==> src/rtl/dmem_arbiter.sv <==
`default_nettype none
// ============================================================================
// dmem_arbiter : shares one fixed-latency data memory between two requesters
//   with round-robin grants, one outstanding transaction and a watchdog.
//   Optional macro DMEM_ARB_CONST_TIME_EN: TDM grants and fixed response time.
// Revision: 1.0
// ============================================================================
module dmem_arbiter #(
  parameter int ADDR_W    = 32,
  parameter int DATA_W    = 32,
  parameter int TIMEOUT   = 15,
  parameter int CT_CYCLES = 8
) (
  input  logic              clk,
  input  logic              reset_n,
  input  logic              req0_valid,
  output logic              req0_ready,
  input  logic [ADDR_W-1:0] req0_addr,
  input  logic [DATA_W-1:0] req0_data,
  input  logic              req0_fcn,
  input  logic [2:0]        req0_typ,
  output logic              resp0_valid,
  output logic [DATA_W-1:0] resp0_data,
  output logic              resp0_err,
  input  logic              req1_valid,
  output logic              req1_ready,
  input  logic [ADDR_W-1:0] req1_addr,
  input  logic [DATA_W-1:0] req1_data,
  input  logic              req1_fcn,
  input  logic [2:0]        req1_typ,
  output logic              resp1_valid,
  output logic [DATA_W-1:0] resp1_data,
  output logic              resp1_err,
  output logic              mem_req_valid,
  output logic [ADDR_W-1:0] mem_req_addr,
  output logic [DATA_W-1:0] mem_req_data,
  output logic              mem_req_fcn,
  output logic [2:0]        mem_req_typ,
  input  logic              mem_resp_valid,
  input  logic [DATA_W-1:0] mem_resp_data,
  output logic              busy,
  output logic              owner
);

`ifdef DMEM_ARB_CONST_TIME_EN
  localparam bit c_ct_mode = 1'b1;
`else
  localparam bit c_ct_mode = 1'b0;
`endif
  // Timer value in the last WAIT cycle: RESP lands at accept + CT_CYCLES in
  // constant-time mode, or after TIMEOUT silent WAIT cycles otherwise.
  localparam int         c_wait_last_int = c_ct_mode ? (CT_CYCLES - 3) : (TIMEOUT - 1);
  localparam logic [7:0] c_wait_last     = 8'(c_wait_last_int);

  typedef enum logic [1:0] {
    ST_IDLE  = 2'd0,
    ST_ISSUE = 2'd1,
    ST_WAIT  = 2'd2,
    ST_RESP  = 2'd3
  } state_t;

  state_t            state_q;
  logic              owner_q;
  logic              busy_q;
  logic [7:0]        timer_q;
  logic              mem_req_valid_q;
  logic [ADDR_W-1:0] addr_q;
  logic [DATA_W-1:0] wdata_q;
  logic              fcn_q;
  logic [2:0]        typ_q;
  logic              resp0_valid_q, resp1_valid_q;
  logic [DATA_W-1:0] resp0_data_q, resp1_data_q;
  logic              resp0_err_q, resp1_err_q;
`ifdef DMEM_ARB_CONST_TIME_EN
  logic              slot_q;
  logic              got_q;
  logic [DATA_W-1:0] buf_q;
`else
  logic              last_grant_q;
`endif

  logic              grant_vld, grant_id;
  logic              wait_done, done_err, have_rsp;
  logic [DATA_W-1:0] done_data, rsp_data;

  always_comb begin
    grant_vld = 1'b0;
    grant_id  = 1'b0;
`ifdef DMEM_ARB_CONST_TIME_EN
    if (slot_q) begin
      grant_vld = req1_valid;
      grant_id  = 1'b1;
    end else begin
      grant_vld = req0_valid;
    end
`else
    if (req0_valid && req1_valid) begin
      grant_vld = 1'b1;
      grant_id  = ~last_grant_q;
    end else if (req0_valid) begin
      grant_vld = 1'b1;
    end else if (req1_valid) begin
      grant_vld = 1'b1;
      grant_id  = 1'b1;
    end
`endif
    if (state_q != ST_IDLE || !reset_n) grant_vld = 1'b0;
  end

  assign req0_ready = grant_vld & ~grant_id;
  assign req1_ready = grant_vld &  grant_id;

  always_comb begin
`ifdef DMEM_ARB_CONST_TIME_EN
    have_rsp  = got_q | mem_resp_valid;
    rsp_data  = got_q ? buf_q : mem_resp_data;
    wait_done = (timer_q == c_wait_last);
`else
    have_rsp  = mem_resp_valid;
    rsp_data  = mem_resp_data;
    wait_done = mem_resp_valid || (timer_q == c_wait_last);
`endif
    done_err  = ~have_rsp;
    done_data = (have_rsp && !fcn_q) ? rsp_data : '0;
  end

  always_ff @(posedge clk or negedge reset_n) begin
    if (!reset_n) begin
      state_q         <= ST_IDLE;
      owner_q         <= 1'b0;
      busy_q          <= 1'b0;
      timer_q         <= '0;
      mem_req_valid_q <= 1'b0;
      addr_q          <= '0;
      wdata_q         <= '0;
      fcn_q           <= 1'b0;
      typ_q           <= '0;
      resp0_valid_q   <= 1'b0;
      resp0_data_q    <= '0;
      resp0_err_q     <= 1'b0;
      resp1_valid_q   <= 1'b0;
      resp1_data_q    <= '0;
      resp1_err_q     <= 1'b0;
`ifdef DMEM_ARB_CONST_TIME_EN
      slot_q          <= 1'b0;
      got_q           <= 1'b0;
      buf_q           <= '0;
`else
      last_grant_q    <= 1'b1;
`endif
    end else begin
      mem_req_valid_q <= 1'b0;
      resp0_valid_q   <= 1'b0;
      resp1_valid_q   <= 1'b0;
`ifdef DMEM_ARB_CONST_TIME_EN
      slot_q          <= ~slot_q;
`endif
      case (state_q)
        ST_IDLE: begin
          if (grant_vld) begin
            addr_q          <= grant_id ? req1_addr : req0_addr;
            wdata_q         <= grant_id ? req1_data : req0_data;
            fcn_q           <= grant_id ? req1_fcn  : req0_fcn;
            typ_q           <= grant_id ? req1_typ  : req0_typ;
            owner_q         <= grant_id;
`ifndef DMEM_ARB_CONST_TIME_EN
            last_grant_q    <= grant_id;
`endif
            mem_req_valid_q <= 1'b1;
            busy_q          <= 1'b1;
            state_q         <= ST_ISSUE;
          end
        end
        ST_ISSUE: begin
          timer_q <= '0;
`ifdef DMEM_ARB_CONST_TIME_EN
          got_q   <= 1'b0;
`endif
          state_q <= ST_WAIT;
        end
        ST_WAIT: begin
          if (wait_done) begin
            state_q <= ST_RESP;
            if (owner_q) begin
              resp1_valid_q <= 1'b1;
              resp1_data_q  <= done_data;
              resp1_err_q   <= done_err;
            end else begin
              resp0_valid_q <= 1'b1;
              resp0_data_q  <= done_data;
              resp0_err_q   <= done_err;
            end
          end else begin
            timer_q <= timer_q + 8'd1;
          end
`ifdef DMEM_ARB_CONST_TIME_EN
          // Early responses are parked until the fixed deadline.
          if (mem_resp_valid && !got_q) begin
            got_q <= 1'b1;
            buf_q <= mem_resp_data;
          end
`endif
        end
        default: begin
          resp0_data_q <= '0;
          resp0_err_q  <= 1'b0;
          resp1_data_q <= '0;
          resp1_err_q  <= 1'b0;
          busy_q       <= 1'b0;
          state_q      <= ST_IDLE;
        end
      endcase
    end
  end

  assign mem_req_valid = mem_req_valid_q;
  assign mem_req_addr  = addr_q;
  assign mem_req_data  = wdata_q;
  assign mem_req_fcn   = fcn_q;
  assign mem_req_typ   = typ_q;
  assign resp0_valid   = resp0_valid_q;
  assign resp0_data    = resp0_data_q;
  assign resp0_err     = resp0_err_q;
  assign resp1_valid   = resp1_valid_q;
  assign resp1_data    = resp1_data_q;
  assign resp1_err     = resp1_err_q;
  assign busy          = busy_q;
  assign owner         = owner_q;

endmodule
`default_nettype wire

==> config.mk <==
export PLATFORM = sky130hd
export DESIGN_NAME = dmem_arbiter
export DESIGN_NICKNAME = d
export VERILOG_FILES = /design/src/rtl/dmem_arbiter.sv
export SDC_FILE = /design/constraint.sdc
export NUM_CORES = 1
export LEC_CHECK = 0
export CAP_MARGIN = 20
export CORE_ASPECT_RATIO = 0.8
export CORE_MARGIN = 10
export CORE_UTILIZATION = 36
export CTS_CLUSTER_DIAMETER = 200
export DETAILED_ROUTE_END_ITERATION = 12
export PLACE_DENSITY = 0.86
export SLEW_MARGIN = 30
export SYNTH_ARGS = -nofsm -noshare
export SYNTH_HDL_FRONTEND = slang
export SYNTH_SLANG_ARGS = --single-unit
==> constraint.sdc <==
create_clock -name clk -period 2.2 [get_ports clk]
set_input_delay 0.44 -clock clk [delete_from_list [all_inputs] [get_ports clk]]
set_output_delay 0.44 -clock clk [all_outputs]
set_load 0.02 [all_outputs]
==> results.cfg <==
[run]
maxCapViolCount = 0

[drt]
ant_nets = 0
via_per_inst = 5.099
num_vias = 5344
wire_per_inst_um = 21.27
drtIter0Drc = 566
drt_wl_total_um = 22300
remaining_drc_errors = 0
drt_pre_antenna_iters = 7

[clocking]
clk_pin_slew_worst_paths_ns = 0.07
cts_hold_buf = 0
cts_sinks = 150
clk_path_buf_depth = 2
h-tree-depth = 4
cts-root-buf = clkbuf_16
cts_tree = built
clk_latency_ns = 0.42
numCtsBuffers = 17

[synthesis]
synth_top_area_cell = dfrtp_1
ys_types = 37
ys_ff_latch = 150
ys_warn_count = 0
avgSynthCellArea_um2 = 12.85
synth_nets = 666
synth_top_area_frac = 0.5956
synth_area_leaders = dfrtp_1 (60%), a222oi_1 (11%), mux2_2 (6.7%)
synth_area_um2 = 6260
ys_seq_area_frac = 0.5998
synth_cells = 487

[global_route]
antenna_found_initial = 0
gr-usage-all-layers = 0.1801
overflow = 0
grt_max_degree = 151
grt_pass1_wl_um = 32780
grtUsageMet1 = 0.2075
busiest_layer = met2
grt_pass1_vias = 5625
grt_use_met3 = 0.1076
grtUsageMet2 = 0.2883

[pwr]
p_clk_frac = 0.199
p_comb_frac = 0.498
p_int_w = 0.009520
peakVddDrop_mv = 0.7342
leakagePower_nw = 4.920
p_seq_frac = 0.303
power.switching_w = 0.005523
cellPowerDensity_nw_per_um2 = 1438
swShare = 0.3671

[placed_design]
dp_slack_ns = -0.2137
place_congestion = 0.8114
hpwlAfterDp_um = 16190
port-buffer-count = 313

[worst_setup_path]
start_kind = flip-flop
max_stage_delay_ns = 0.48
cp.arrival_ns = 2.48
critPathMaxFanout = 16
crit_type = flip-flop to flip-flop
cp_num_buf_inv = 2
cp.required_ns = 2.50
path_cells = inv_1, ha_1, or4b_4, o31ai_4, and3_4, clkbuf_16, mux2_2
slowest_stage = or4b_4
endpoint_kind = flip-flop
crit_family = simple AND/OR/NAND/NOR gates

[floorplan]
coreArea_um2 = 17220
chipHeight_um = 137.9
start_util = 0.3636
ioPinCount = 314
die_w_um = 167.4
fp.dieArea_um2 = 23100
rows = 43

[sta]
min_period_over_period = 0.9911
tns_ns = 0
final_hold_viol_count = 0
final_max_slew_viol_count = 0
whs_ns = 0.05986
rsz0062_at_grt = yes
tightest_slew_ns = 0.9749
fin_worst_skew_ns = 0.009720
setup_viol = 0
fmax_mhz = 458.6
layout_setup_ws_ns = 0.01955
post-route-min-period_ns = 2.180
slew-limit-headroom = 0.3501

[worst_hold_path]
hold_path_class = input port to async pin

[run_status]
outcome = completed

[finish]
drive_gt1_frac = 0.1302
nNetsFinal = 988
syn_to_final_growth_pct = 67.14
## placed cells by master (no fill, tap or decap), types with 4 or more instances in the layout
cell type        synthesis  final
clkdlybuf4s50_1          0    310
dfrtp_1                149    149
nand3_1                  6      6
mux2_1                  30     26
buf_4                    1     16
mux2_4                   0      5
clkbuf_16                0     18
nand2_1                  8      8
inv_1                   72     71
a222oi_1                68     68
inv_6                    0      4
mux2_2                  37     36
o21ai_0                  4      4
and2_1                  34     34
ha_1                     6      5
nor2_1                   6      5
buf_12                   0      8
## routing by layer
metal	share of wire	up-vias
met2	0.48	287
li1	-	2422
met5	0	-
met4	0.0051	0
met1	0.38	2629
met3	0.13	6
## power by group through the flow
| stage | Clock (W) | Sequential [W] | Combinational, W |
|---|---|---|---|
| CTS | 0.00307 | 0.00456 | 0.00739 |
| global placement | 0 | 0.00450 | 0.00721 |
| detailed placement | 0 | 0.00459 | 0.00732 |
| floorplan | 0 | 0.00586 | 0.00248 |
| finish | 0.00299 | 0.00456 | 0.00749 |
| global route | 0.00319 | 0.00469 | 0.00795 |
## synthesized netlist by cell type
| library cell | count |
|---|---|
| and3_1 | 4 |
| a21o_1 | 2 |
| nor3b_1 | 2 |
| a211o_1 | 3 |
| or2_2 | 1 |
| a21boi_0 | 1 |
| dfstp_2 | 1 |
| clkbuf_1 | 26 |
| mux2_1 | 30 |
| buf_2 | 3 |
| ha_1 | 6 |
| nand3_2 | 1 |
| nand2b_1 | 3 |
| nand3_1 | 6 |
| o21ai_0 | 4 |
| buf_6 | 3 |
| a21oi_1 | 1 |
| xor2_1 | 1 |
| buf_4 | 1 |
| nor3_1 | 3 |
| o211ai_1 | 2 |
| dfrtp_1 | 149 |
| buf_1 | 1 |
| a22o_1 | 1 |
| and2_1 | 34 |
| nor4b_1 | 1 |
| mux2_2 | 37 |
| nand2_1 | 8 |
| inv_1 | 72 |
| mux2i_1 | 1 |
| or3_1 | 1 |
| a222oi_1 | 68 |
| and3b_1 | 1 |
| or4b_4 | 1 |
| nor2_1 | 6 |
| o31ai_4 | 1 |
| nor2b_1 | 1 |
## through the flow
step,util,instances,area (um2),total power [W]
after floorplan,-,487,6264,0.008343
after global placement,0.5682,1012,9782,0.01171
after detailed placement,0.5682,1012,9782,0.01190
after CTS,0.6042,1045,10400,0.01502
after global routing,0.6076,1047,10460,0.01584
final,0.6077,1048,10460,0.01504
## kinds of logic (layout without fill, tap and decap cells)
| group | Yosys count | count (layout) | synth area share |
|---|---|---|---|
| adders and majority gates | 6 | 6 | 0.01199 |
| DFF | 150 | 150 | 0.5998 |
| buffers and inverters | 106 | 441 | 0.06836 |
| xor gates and xnor gates | 1 | 1 | 0.001399 |
| and+or+nand+nor | 73 | 73 | 0.06856 |
| AOI/OAI and AO/OA | 83 | 83 | 0.1277 |
| other | 0 | 1 | 0 |
| muxes | 68 | 68 | 0.1221 |
## sequential cells by signal, indices dropped and copies added, names as in the netlist, 2 cells and up
| register | cells |
|---|---|
| mem_req_addr | 32 |
| mem_req_data | 32 |
| resp0_data | 32 |
| resp1_data | 32 |
| timer_q | 8 |
| mem_req_typ | 3 |
| state_q | 2 |
## worst paths after layout
check                      slack [ns]         endpoint           start  cells past startpoint
setup / recovery                 0.02    resp1_data[0]      timer_q[0]                      7
hold / removal                   0.06   resp1_data[31]         reset_n                      2
setup reg to reg                 0.02    resp1_data[0]      timer_q[0]                      7
hold reg to reg                  0.49   resp1_data[30]  resp1_data[30]                      1
max in group asynchronous        1.30  mem_req_data[9]         reset_n                      2
min in group clk                 0.49   resp1_data[30]  resp1_data[30]                      1
## timing repair
action	in CTS	in global routing
gates cloned	0	1
pin swaps	1	2
endpoints found under the setup margin	12	38
buffers inserted	1	1
resized for setup	4	7
## final cells by class
| class | count | area [um2] |
|---|---|---|
| Tap cell | 225 | 281.5 |
| Timing Repair Buffer | 337 | 3428 |
| Multi-Input combinational cell | 231 | 2122 |
| Sequential cell | 150 | 3755 |
| Clock inverter | 13 | 170.2 |
| Inverter | 72 | 270.3 |
| Clock buffer | 19 | 432.9 |
| Fill cell | 1329 | 6754 |
| Antenna cell | 1 | 2.502 |
Note: power is estimated with default switching activity, not from simulation.
